**config.mk**
```make
export PLATFORM = sky130hd
export DESIGN_NAME = elbeth_load_store_unit
export DESIGN_NICKNAME = d
export VERILOG_FILES = /design/src/rtl/elbeth_load_store_unit.sv
export SDC_FILE = /design/constraint.sdc
export NUM_CORES = 1
export LEC_CHECK = 0
export ABC_CLOCK_PERIOD_IN_PS = 3500
export BUFFER_PORTS_ARGS = -buffer_cell sky130_fd_sc_hd__buf_2
export CAP_MARGIN = 40
export CORE_MARGIN = 2
export CORE_UTILIZATION = 41
export CTS_BUF_LIST = sky130_fd_sc_hd__clkbuf_8 sky130_fd_sc_hd__clkbuf_16
export CTS_CLUSTER_SIZE = 16
export DETAILED_ROUTE_END_ITERATION = 16
export HOLD_SLACK_MARGIN = 0.1
export PLACE_DENSITY = 0.68
export REMOVE_ABC_BUFFERS = 1
export SLEW_MARGIN = 20
export SYNTH_ARGS = -nofsm -noshare
export SYNTH_HDL_FRONTEND = slang
export SYNTH_SLANG_ARGS = --single-unit
```
**constraint.sdc**
```tcl
create_clock -name clk -period 3.5 [get_ports clk]
set_input_delay 0.7 -clock clk [delete_from_list [all_inputs] [get_ports clk]]
set_output_delay 0.7 -clock clk [all_outputs]
set_load 0.01 [all_outputs]
```
**src/rtl/elbeth_load_store_unit.sv**
```systemverilog
// Load/store initiator for one ELBETH 32-bit memory port: aligns store lanes, extracts and
// extends load lanes, and turns misaligned/illegal requests or a silent memory into an error pulse.
module elbeth_load_store_unit #(
  parameter int unsigned ADDR_WIDTH = 8,
  parameter int unsigned TIMEOUT    = 16
) (
  input  logic                  clk,
  input  logic                  rst,
  input  logic                  cpu_req,
  input  logic                  cpu_we,
  input  logic [1:0]            cpu_size,
  input  logic                  cpu_unsigned,
  input  logic [ADDR_WIDTH+1:0] cpu_addr,
  input  logic [31:0]           cpu_wdata,
  output logic                  cpu_busy,
  output logic                  cpu_done,
  output logic                  cpu_error,
  output logic [31:0]           cpu_rdata,
  output logic                  mem_enable,
  output logic [ADDR_WIDTH-1:0] mem_addr,
  output logic [31:0]           mem_data_in,
  output logic [3:0]            mem_wr,
  input  logic [31:0]           mem_data_out,
  input  logic                  mem_ready
);

  localparam int unsigned CNT_W = (TIMEOUT > 1) ? $clog2(TIMEOUT) : 1;
  localparam logic [CNT_W-1:0] TMO_LAST = CNT_W'((TIMEOUT > 0) ? TIMEOUT - 1 : 0);

  typedef enum logic [1:0] {StIdle, StAccess, StFault} state_t;

  state_t           state;
  logic [1:0]       size_q;
  logic             uns_q;
  logic             we_q;
  logic [1:0]       off_q;
  logic [CNT_W-1:0] tmo_cnt;

  logic [1:0]  off;
  logic        req_fault;
  logic [3:0]  req_wr;
  logic [31:0] req_wdata;
  logic [31:0] lane;
  logic [31:0] load_data;

  assign off = cpu_addr[1:0];

  // Store lanes are replicated so the memory only has to honour mem_wr.
  always_comb begin
    req_fault = 1'b0;
    req_wr    = 4'b0000;
    req_wdata = 32'h0;
    case (cpu_size)
      2'b00: begin
        req_wr    = 4'b0001 << off;
        req_wdata = {4{cpu_wdata[7:0]}};
      end
      2'b01: begin
        req_fault = off[0];
        req_wr    = 4'b0011 << off;
        req_wdata = {2{cpu_wdata[15:0]}};
      end
      2'b10: begin
        req_fault = (off != 2'b00);
        req_wr    = 4'b1111;
        req_wdata = cpu_wdata;
      end
      default: req_fault = 1'b1;
    endcase
    if (!cpu_we) begin
      req_wr    = 4'b0000;
      req_wdata = 32'h0;
    end
  end

  assign lane = mem_data_out >> {off_q, 3'b000};

  always_comb begin
    case (size_q)
      2'b00:   load_data = uns_q ? {24'h0, lane[7:0]} : {{24{lane[7]}}, lane[7:0]};
      2'b01:   load_data = uns_q ? {16'h0, lane[15:0]} : {{16{lane[15]}}, lane[15:0]};
      default: load_data = mem_data_out;
    endcase
  end

  assign cpu_busy   = (state != StIdle);
  assign mem_enable = (state == StAccess);

  always_ff @(posedge clk or posedge rst) begin
    if (rst) begin
      state       <= StIdle;
      cpu_done    <= 1'b0;
      cpu_error   <= 1'b0;
      cpu_rdata   <= 32'h0;
      mem_addr    <= '0;
      mem_wr      <= 4'b0000;
      mem_data_in <= 32'h0;
      size_q      <= 2'b00;
      uns_q       <= 1'b0;
      we_q        <= 1'b0;
      off_q       <= 2'b00;
      tmo_cnt     <= '0;
    end else begin
      cpu_done  <= 1'b0;
      cpu_error <= 1'b0;
      case (state)
        StIdle: begin
          if (cpu_req) begin
            if (req_fault) begin
              cpu_error <= 1'b1;
              state     <= StFault;
            end else begin
              mem_addr    <= cpu_addr[ADDR_WIDTH+1:2];
              mem_wr      <= req_wr;
              mem_data_in <= req_wdata;
              size_q      <= cpu_size;
              uns_q       <= cpu_unsigned;
              we_q        <= cpu_we;
              off_q       <= off;
              tmo_cnt     <= '0;
              state       <= StAccess;
            end
          end
        end
        StAccess: begin
          // A ready on the last permitted edge still completes the access.
          if (mem_ready) begin
            cpu_done <= 1'b1;
            if (!we_q) cpu_rdata <= load_data;
            state <= StIdle;
          end else if ((TIMEOUT != 0) && (tmo_cnt == TMO_LAST)) begin
            cpu_error <= 1'b1;
            state     <= StFault;
          end else begin
            tmo_cnt <= tmo_cnt + CNT_W'(1);
          end
        end
        StFault: state <= StIdle;
        default: state <= StIdle;
      endcase
    end
  end

endmodule

```
# Word-level counts from Yosys, hierarchy flattened
# Cells that the tools add are included.
op_classes:
  n_eq_ne: 10
  bitwise_logic: 2
  n_shift: 3
  mux: 25
  reduce_logical: 10
  addsub: 1
op_table:
  columns: ["op", "count"]
  rows:
  - ["two-way mux 32 bit", 3]
  - ["one-hot mux 32 bit (3 select lines)", 1]
  - ["one-hot mux 32 bit (2 select lines)", 1]
  - [">> shifter 32 x 5 -> 16 bit", 1]
  - ["two-way mux 4 bit", 5]
  - ["one-hot mux 4 bit (3 select lines)", 1]
  - ["two-way mux 2 bit", 4]
  - ["inequality test 2 bit, second input constant", 4]
  - ["one-hot mux 4 bit (2 select lines)", 1]
  - ["== test 2 x 1 -> 1 bit, second input constant", 3]
  - ["logical NOT 2 bit", 3]
  - ["two-way mux 1 bit", 6]
  - ["AND reduction 3 bit", 2]
  - ["nonzero test 2 bit", 3]
  - ["AND reduction 5 bit", 1]
  - ["adder 4 x 1 -> 4 bit, second input constant", 1]
  - ["== test 4 bit, second input constant", 1]
  - ["one-hot mux 2 bit (2 select lines)", 1]
  - ["left shift 1 x 2 -> 4 bit, first input constant", 1]
  - ["left shift 2 x 2 -> 4 bit, first input constant", 1]
  - ["inequality test 3 x 1 -> 1 bit, second input constant", 1]
  - ["one-hot mux 1 bit (3 select lines)", 1]
  - ["== test 2 bit, second input constant", 1]
  - ["NOT 1 bit", 2]
  - ["2 further kinds", 2]
totals:
  regBits: 90
  word_cells: 63
  input_bits: 82

# Longest topological paths before layout
# Gate-level depths: netlist of run 1.
logic_depth:
  ltp_word: 5
  ltp_mapped: 7

# Worst setup path after synthesis of run 1
# No wires, ideal clock.
synth_path:
  path_type: "input port to flip-flop"
  startpoint: "input port mem_data_out[31]"
  endpoint: "register cpu_rdata[16]"
  stages: 5
  setup_ps: 125
  path_slack_ps: 1553
  required_time_ps: 3375
  t_arrival_ps: 1823
  cell_sequence: "mux4_2 > nor4bb_2 > a41oi_4 > buf_6 > nand3_1"
synth_between:
  elab_chain_len: 3
  elab_cells_between_ends: 4
synth_rtl:
  columns: ["item", "line_no", "rtl"]
  rows:
  - ["start, declared", "23", "input logic [31:0] mem_data_out,"]
  - [">> shifter 32 x 5 -> 16 bit *", "76", "assign lane = mem_data_out >> {off_q, 3'b000};"]
  - ["two-way mux 32 bit (on tied branches)", "81, 80", null]
  - ["one-hot mux 32 bit (2 select lines) *", "79", "case (size_q)"]
  - ["end signal, assigned", "129", "if (!we_q) cpu_rdata <= load_data;"]
  - ["end, declared", "18", "output logic [31:0] cpu_rdata,"]
# Every way passes the cells marked *; elsewhere a longest branch is shown, timed or not.
# A chain may end at the register's enable or synchronous reset.

# Worst setup path in the final report of run 1
layout_path:
  startpoint: "register off_q[1]"
  endpoint: "register cpu_rdata[25]"
layout_between:
  elab_chain_len: 3
  elab_cells_between_ends: 4
layout_rtl:
  columns: ["item", "line_no", "rtl"]
  rows:
  - ["start, declared", "36", "logic [1:0] off_q;"]
  - ["start signal, assigned", "101", "off_q <= 2'b00;"]
  - ["start signal, assigned", "119", "off_q <= off;"]
  - [">> shifter 32 x 5 -> 16 bit *", "76", null]
  - ["two-way mux 32 bit (on tied branches)", "81, 80", null]
  - ["one-hot mux 32 bit (2 select lines) *", "79", null]
# Marks and branches as above.

==> out/qor.txt, run 1 <==
post-synth top area share: 49.8%
synthesized area: 4520 um2
crit path capture type: flip-flop
Syn Inst Count: 479
Pleak: 2.89 nW
Filler cells: 1053
setup bufs post-CTS: 0
chip width: 109 um
antenna cells: 0
Worst EP arrival: 2.59 ns
part of the cycle the worst path needs: 68.1%
vias per cell: 5.24
post-synthesis sequential area ratio: 49.8%
Boundary Pins: 162
H-tree levels: 3
Reg clk slew, reported paths: 0.09 ns
GPL Wtd Cong: 0.786
routed wire length: 11900 um
Post-Place Cells: 751
WL per Instance: 15.5 um
post-layout worst setup margin: 1.12 ns
Worst Skew: 0.00732 ns
Num Clock Sinks: 90
Peak supply drop: 0.264 mV
worst hold path class: in -> async
hold_buf cts: 0
die span in y: 109 um
Post-synth EDFFs: 0
clk_lat worst skew: 0.36 ns
Worst setup SP type: flip-flop
Max Clock Freq: 420 MHz
yosys warns: 0
outcome: finished clean
I/O Buffers: 161
DIE AREA: 11900 um2
Layout area overhead: 24.6%
CTS Buf Count: 9
Async SR Flop Fraction: 100%
CP cell instances: mux4_2 > nor4bb_2 > a41oi_4 > nand3_1
Final Setup Violations: 0
final setup TNS: 0 ns
antenna-violating nets left: 0
Critical Path Slowest Stage Cell: dfrtp_1
Core Area: 10800 um2
dominant register cell in the synthesized netlist: dfrtp_1
crit-path max cell delay: 0.78 ns
Initial Utilization: 41.9%
via count: 4019
share of post-route cells with drive strength above 1: 33.2%
first-pass GRT wire length: 19200 um
CTS resizes: 0
grt ovf: 0
worst reg2reg path depth: 4
final hold violation count: 0
Initial DRC Count: 171
post-synth cell types: 38
Max Buffers Root-to-Sink: 2
count of state elements after synthesis: 90
CP Class: reg -> reg
Max-Cap Viols: 0
hpwl dp: 8530 um
Mapped Avg Cell Area: 9.44 um2
Synth area leaders: dfrtp_1 (50%), nand2_1 (7.1%), o21ai_0 (6.4%)
Nets: 705
largest net degree at the start of global routing: 91
clk root buf: clkbuf_8
Finished Layout Cells: 767
Power Dens Cells: 620 nW/um2
vias in the first global route: 3930
row count: 38
router iterations before antenna repair: 4
clock tree from TritonCTS: built
RSZ-0062 raised after global routing: false
slew margin rel.: 52.9%
CP required: 3.71 ns
pre-CTS setup slack: 1.07 ns
DRC: 0
fin crit period: 2.38 ns
max-slew violations: 0
initial antenna violation count: 0
Worst-Margin Slew: 0.702 ns
Total Routing Usage GR: 20.8%
Final Util: 52.2%
highest net fanout along the worst path: 20
dominant cell type by area after synthesis: dfrtp_1
[per-layer routing]
| layer | GRT usage, % | routed length [um] |
|---|---|---|
| met1 | 27.3 | 5240 |
| met5 | 0 | 0 |
| met3 | 5.20 | 961 |
| met4 | 6.87 | 152 |
| met2 | 33.9 | 5550 |
[state kept, by name (all words and copies together) (netlist names)]
signal	flops
we_q	1
mem_data_in	32
cpu_error	1
cpu_done	1
mem_addr	8
size_q	2
uns_q	1
tmo_cnt	4
cpu_rdata	32
state	2
off_q	2
mem_wr	4
[synth_stat cells (2+ instances only)]
cell       instances
mux2i_1           24
nor2b_1           12
nand2_1           85
and3_1             3
o21ai_0           58
a22o_1             3
clkbuf_1          27
buf_2              8
a21oi_1           20
dfrtp_1           90
o2bb2ai_1         21
nor3_1             2
nor2_1            20
nand2b_1          10
mux2_2            14
a21o_1            10
o22ai_1            7
a2bb2oi_1          7
buf_1              2
nand3_1           34
inv_1              5
[worst max-delay path, delay by kind of cell (launching register included)]
kind / cells / cell delay [ns]
DFF: 1 / 0.78
muxes: 1 / 0.62
AOI/OAI and AO/OA: 1 / 0.47
and+or+nand+nor: 2 / 0.34
[cell usage in the layout, fill, tap and decap left out, types with 2 or more instances in the layout]
master,n
a21oi_1,20
buf_2,161
a21o_1,10
dfrtp_1,90
clkbuf_8,11
inv_1,4
a2bb2oi_1,7
nor2_1,20
o22ai_1,7
nand2_1,85
o2bb2ai_1,21
nand2b_1,10
nand3_1,34
nor3_1,2
mux2i_1,24
a22o_1,3
clkinv_2,5
nor2b_1,12
and3_1,3
buf_4,8
buf_12,2
o21ai_0,58
mux2_2,14
[where the power goes]
group / total, mW / switching [mW] / leakage (nW) / internal, mW
Sequential: 1.57 / 0.222 / 1.15 / 1.35
Combinational: 1.26 / 0.697 / 1.64 / 0.561
Clock: 0.660 / 0.366 / 0.0988 / 0.294
Total: 3.49 / 1.29 / 2.89 / 2.21
[path summary, 6_finish.rpt]
check	slack [ns]	start	endpoint
setup / recovery	1.12	off_q[1]	cpu_rdata[25]
hold / removal	0.42	rst	cpu_rdata[1]
setup reg to reg	1.12	off_q[1]	cpu_rdata[25]
hold reg to reg	0.48	mem_data_in[7]	mem_data_in[7]
max in group asynchronous	2.70	rst	cpu_rdata[28]
min in group clk	0.48	mem_data_in[7]	mem_data_in[7]
[final cells by class]
class                   count  area, um2  share of cell area (%)
clock inverters             5       28.8                   0.511
repair buffers            171        906                    16.1
multi-input cells         345       2100                    37.2
well taps                 140        175                    3.11
inverters                   5       20.0                   0.356
flip-flops and latches     90       2250                    40.0
clock buffers              11        151                    2.69
[cell families (layout without fill, tap and decap cells)]
| family | Yosys count | after routing | synth area share (%) |
|---|---|---|---|
| and+or+nand+nor | 173 | 173 | 17.6 |
| xor gates and xnor gates | 1 | 1 | 0.194 |
| adders and majority gates | 1 | 1 | 0.277 |
| muxes | 39 | 39 | 9.30 |
| DFF | 90 | 90 | 49.8 |
| buffers and inverters | 44 | 192 | 4.12 |
| AOI/OAI and AO/OA | 131 | 131 | 18.7 |
[per-stage QoR]
stage	area (um2)	power, mW	hold slack [ns]
floorplan	4350	2.28	0.454
global placement	5450	2.82	0.456
detailed placement	5450	2.87	0.465
CTS	5630	3.53	0.452
global route	5630	3.76	0.450
finish	5630	3.49	0.419
(Power assumes the default switching activity.)
==> inputs of run 2 (changes only) <==
Settings changed: ABC_AREA set to 1, ABC_CLOCK_PERIOD_IN_PS 3500 to 2100, PLACE_DENSITY 0.68 to 0.7.
Clock period 3.5 ns to 2.1 ns, I/O delays scaled along.
==> run 2 against run 1 <==
Effect of this change:
- clock skew about the same
- area after synthesis grew 7.2%
- first-iteration DRC count is 99% higher
- fmax increased by 30%
- wire length rose by 11%
- sequential share of layout area down 3.1 points
- die area grew 6.9%
- power grew 120%
- highest routed layer unchanged
- sequential power is 83% higher
==> out/qor.txt, run 2 <==
outcome: finished clean
Post-Layout Inst Area: 6100 um2
dominant register cell in the synthesized netlist: dfrtp_1
router iterations before antenna repair: 5
multi-input logic area: 2180 um2
RSZ-0062 raised after global routing: false
post-synth cell types: 29
vias per cell: 4.83
via count: 4813
clk_lat worst skew: 0.35 ns
most numerous cell on the critical path: nand2_1
CP Class: reg -> reg
Pleak: 3.49 nW
CP required: 2.39 ns
grt ovf: 0
Initial DRC Count: 340
share of post-route cells with drive strength above 1: 25.7%
setup bufs post-CTS: 0
first-pass GRT wire length: 21900 um
yosys warns: 0
final hold violation count: 0
Post-synth EDFFs: 0
Core Area: 11500 um2
Reg clk slew, reported paths: 0.07 ns
simple-gate share of the synthesized area: 34.9%
clock tree from TritonCTS: built
antenna-violating nets left: 0
Worst Skew: 0.00738 ns
RR Startpoint: off_q[0]
worst hold path class: in -> reg
CTS resizes: 0
largest family of logic cells by synthesized area: simple AND/OR/NAND/NOR gates
Syn Inst Count: 692
crit path capture type: flip-flop
dpl cell area: 5820 um2
chip width: 113 um
CP Launch Point: off_q[0]
clk root buf: clkbuf_16
slew margin rel.: 65.4%
HP Start: cpu_addr[4]
H-tree levels: 3
CTS Buf Count: 9
Async SR Flop Fraction: 100%
final setup TNS: 0 ns
crit-path max cell delay: 0.49 ns
synthesized area: 4850 um2
Worst EP arrival: 2.11 ns
GPL Wtd Cong: 0.871
Initial Utilization: 42.3%
Layout area overhead: 25.8%
Worst setup SP type: flip-flop
most instantiated library cell after synthesis: nand2_1
Worst-Margin Slew: 0.516 ns
Peak supply drop: 0.679 mV
Synth Area in XOR/XNOR: 0.181%
vias in the first global route: 4457
post-synthesis sequential area ratio: 46.5%
commonest non-fill, non-tap cell in the layout: nand2_1
hpwl dp: 9630 um
CP cell instances: clkinv_1 > nand2_1 > nand3_1 > nand2_1 > nand2_1 > nand2_1 > nor2_1 > nor2_1
Filler cells: 1213
row count: 39
Critical Path Slowest Stage Cell: dfrtp_1
CP bufs+invs: 1
largest net degree at the start of global routing: 64
Boundary Pins: 162
Final Setup Violations: 0
post-synth top area share: 46.5%
part of the cycle the worst path needs: 87.0%
Max Buffers Root-to-Sink: 2
Synth Area in Adders: 0.258%
antenna cells: 0
top post-synthesis cells by count: nand2_1 (297), dfrtp_1 (90), inv_1 (63)
most frequent cells in the layout: nand2_1 (297), buf_2 (161), dfrtp_1 (90)
Nets: 932
Max-Cap Viols: 0
Power Dens Cells: 1270 nW/um2
WL per Instance: 13.2 um
dominant cell type by area after synthesis: dfrtp_1
Worst path top cell family by delay: simple AND/OR/NAND/NOR gates
routed wire length: 13200 um
die span in y: 113 um
I/O Buffers: 161
post-synthesis mux area share: 0%
Compound-Gate Fraction of Synth Area: 9.68%
DIE AREA: 12700 um2
count of state elements after synthesis: 90
Mapped Avg Cell Area: 7.00 um2
max-slew violations: 0
Synth area leaders: dfrtp_1 (46%), nand2_1 (23%), nand3_1 (5.0%)
Total Routing Usage GR: 21.3%
highest net fanout along the worst path: 10
Reg area: 2250 um2
initial antenna violation count: 0
Max Clock Freq: 548 MHz
DRC: 0
Num Clock Sinks: 90
biggest regs: cpu_rdata (32), mem_data_in (32), mem_addr (8)
hold_buf cts: 1
fin crit period: 1.83 ns
## run 2: layer usage
layer	global-route usage [%]	part of all wire (%)	wire length, um	vias to the layer above
met1	29.0	45	5970	2183
li1	-	-	-	2456
met2	33.8	45	6000	163
met5	0	0	0	-
met4	5.61	1.1	144	0
met3	6.16	8.2	1080	11
## run 2: stage by stage
stage	std cells	util (%)	setup WS (ns)	hold WS, ns	total power, mW
2_1_floorplan	661	-	-0.655	0.459	4.90
3_5_place_dp	980	50.7	0.321	0.401	6.28
4_1_cts	996	53.2	0.304	0.250	7.82
5_1_grt	996	53.2	0.0736	0.271	8.42
3_3_place_gp	980	50.7	0.397	0.397	6.23
6_report	996	53.2	0.274	0.264	7.75
## run 2: cell families after synthesis
| logic type | count (synthesis) |
|---|---|
| and+or+nand+nor | 407 |
| buffers and inverters | 100 |
| AOI/OAI and AO/OA | 93 |
| DFF | 90 |
| xor gates and xnor gates | 1 |
| adders and majority gates | 1 |
## run 2: tightest hold or removal path, delay by kind of cell
family	cells	cell delay, ns
simple gates	2	0.08
buf+inv	1	0.07
## run 2: final timing paths
check,end,slack [ns],cells after the start
worst max register to register,cpu_rdata[15],0.27,8
worst min register to register,mem_addr[0],0.48,2
min in group asynchronous,cpu_rdata[6],0.57,3
worst max-delay path,cpu_rdata[15],0.27,8
worst min-delay path,mem_addr[2],0.26,3
max in group asynchronous,mem_data_in[10],0.98,4
## run 2: area by class of cell
class	instances	share of cell area [%]
Sequential cell	90	36.9
Clock inverter	6	0.718
Clock buffer	9	3.69
Multi-Input combinational cell	502	35.8
Tap cell	143	2.93
Inverter	69	4.29
Timing Repair Buffer	177	15.6
## run 2: report_power, final
| group | total (mW) | internal (mW) | leakage [nW] | switching, mW |
|---|---|---|---|---|
| registers | 2.88 | 2.46 | 1.14 | 0.422 |
| logic | 3.36 | 1.32 | 2.24 | 2.04 |
| clock network | 1.51 | 0.797 | 0.120 | 0.711 |
| total | 7.75 | 4.58 | 3.49 | 3.17 |
==> inputs of run 3 (changes only) <==
Settings changed: ABC_CLOCK_PERIOD_IN_PS 2100 to 1680.
Clock period 2.1 ns to 1.68 ns, I/O delays scaled along.
==> run 3 against run 2 <==
Effect of this change:
- sequential cell count unchanged
- via count rose by 0.17%
- clock-buffer cell count unchanged
- first-iteration DRC count rose by 31%
- cell count is 0.90% higher
- die area is the same
- combinational power rose by 30%
- sequential power up 26%
- clock power increased by 23%
- critical endpoint is now cpu_rdata[24]
- largest power group unchanged
==> out/qor.txt, run 3 (synthesis results as in run 2) <==
Max Buffers Root-to-Sink: 2
DRC: 0
Max-Cap Viols: 0
antenna cells: 0
Initial Utilization: 42.3%
grt ovf: 0
most frequent cells in the layout: nand2_1 (296), buf_2 (161), dfrtp_1 (89)
Boundary Pins: 162
worst reg2reg path depth: 7
setup bufs post-CTS: 0
Critical Path Slowest Stage Cell: or2_2
final hold violation count: 0
crit-path max cell delay: 0.37 ns
clk root buf: clkbuf_16
worst hold path class: in -> reg
crit path capture type: flip-flop
Worst path top cell family by delay: simple AND/OR/NAND/NOR gates
highest net fanout along the worst path: 22
routed wire length: 13200 um
Num Clock Sinks: 90
Final Setup Violations: 0
RR Startpoint: state[0]
commonest non-fill, non-tap cell in the layout: nand2_1
largest net degree at the start of global routing: 48
clk_lat worst skew: 0.35 ns
Worst-Margin Slew: 0.624 ns
via count: 4821
antenna-violating nets left: 0
CP cell instances: inv_1 > nor2_4 > nand3_1 > clkinv_2 > or2_2 > nand2_1 > inv_1
biggest regs: cpu_rdata (32), mem_data_in (32), mem_addr (8)
fin crit period: 1.57 ns
vias in the first global route: 4511
Reg area: 2250 um2
row count: 39
initial antenna violation count: 0
I/O Buffers: 161
dpl cell area: 5900 um2
total power: 9.85 mW
Max Clock Freq: 637 MHz
CP required: 1.93 ns
most numerous cell on the critical path: inv_1
CP bufs+invs: 3
Worst Skew: 0.00992 ns
first-pass GRT wire length: 21800 um
CP Launch Point: state[0]
slew margin rel.: 58.1%
Worst EP arrival: 1.82 ns
Post-Layout Inst Area: 6200 um2
Power Dens Cells: 1590 nW/um2
outcome: finished clean
part of the cycle the worst path needs: 93.5%
Initial DRC Count: 447
H-tree levels: 3
DIE AREA: 12700 um2
Total Routing Usage GR: 21.3%
share of post-route cells with drive strength above 1: 26.6%
multi-input logic area: 2190 um2
CP Class: reg -> reg
die span in y: 113 um
Layout area overhead: 28.0%
WL per Instance: 13.1 um
Reg clk slew, reported paths: 0.07 ns
Crit. path cell count: 7
max-slew violations: 0
Filler cells: 1175
Pleak: 3.55 nW
chip width: 113 um
CTS Buf Count: 9
Peak supply drop: 0.968 mV
RSZ-0062 raised after global routing: false
Worst setup SP type: flip-flop
end point of the critical path: cpu_rdata[24]
vias per cell: 4.80
Core Area: 11500 um2
R2R Setup Slk: 0.11 ns
reg-to-reg endpoint: cpu_rdata[24]
router iterations before antenna repair: 5
hpwl dp: 9700 um
clock tree from TritonCTS: built
Nets: 940
GPL Wtd Cong: 0.855
-- run 3: cell count changes in the layout (fill, tap and decap cells not counted), sizes merged --
cell and delta:
clkinvlp -2, clkinv +2, buf +8, inv +1
-- run 3: final cells by class --
class,count,share of cell area [%]
well taps,143,2.89
inverters,69,4.30
repair buffers,185,16.7
multi-input cells,502,35.4
flip-flops and latches,90,36.3
clock buffers,9,3.63
clock inverters,7,0.747
-- run 3: per-layer routing --
layer	wire length [um]	up-vias	part of all wire, %	global-route usage [%]
met5	0	-	0	0
met4	110	0	0.83	5.61
met3	1030	10	7.8	5.30
met2	6160	179	47	34.7
met1	5900	2156	45	28.7
li1	-	2476	-	-
-- run 3: through the flow --
stage | TNS, ns | setup WS [ns] | instances | util (%) | hold slack (ns)
after floorplan | -104.23 | -0.991 | 661 | - | 0.440
after global placement | 0 | 0.0973 | 988 | 51.5 | 0.333
after detailed placement | 0 | 0.0363 | 988 | 51.5 | 0.330
after CTS | 0 | 0.0306 | 1005 | 53.9 | 0.166
after global routing | 0 | 0.0376 | 1005 | 54.1 | 0.179
final | 0 | 0.110 | 1005 | 54.1 | 0.178
-- run 3: how the worst min path moves through the flow --
| stage | from | to | slack, ns | cells past startpoint |
|---|---|---|---|---|
| 3_5_place_dp | rst | mem_data_in[21] | 0.33 | 2 |
| 5_1_grt | cpu_unsigned | uns_q | 0.18 | 3 |
| 6_report | cpu_addr[5] | mem_addr[3] | 0.18 | 3 |
| 3_3_place_gp | rst | mem_data_in[21] | 0.33 | 2 |
| 4_1_cts | cpu_unsigned | uns_q | 0.17 | 3 |
| 2_1_floorplan | mem_ready | cpu_done | 0.44 | 2 |
-- run 3: what timing repair did --
action                                  CTS  global route
hold buffers                              1             0
endpoints found under the setup margin    2            28
endpoints found under the hold margin    22             0
resized for setup                         1             4
pin swaps                                 0             0
-- run 3: power by group --
part           total (mW)  switching [mW]  internal, mW  leakage (nW)
Clock                1.86           0.860          1.00         0.139
Sequential           3.63           0.551          3.08          1.13
Combinational        4.36            2.59          1.76          2.28
Total                9.85            4.01          5.84          3.55
-- run 3: worst min-delay path: stages --
cell	delay, ns
buf_2	0.07
nand2_1	0.04
nand2_1	0.04
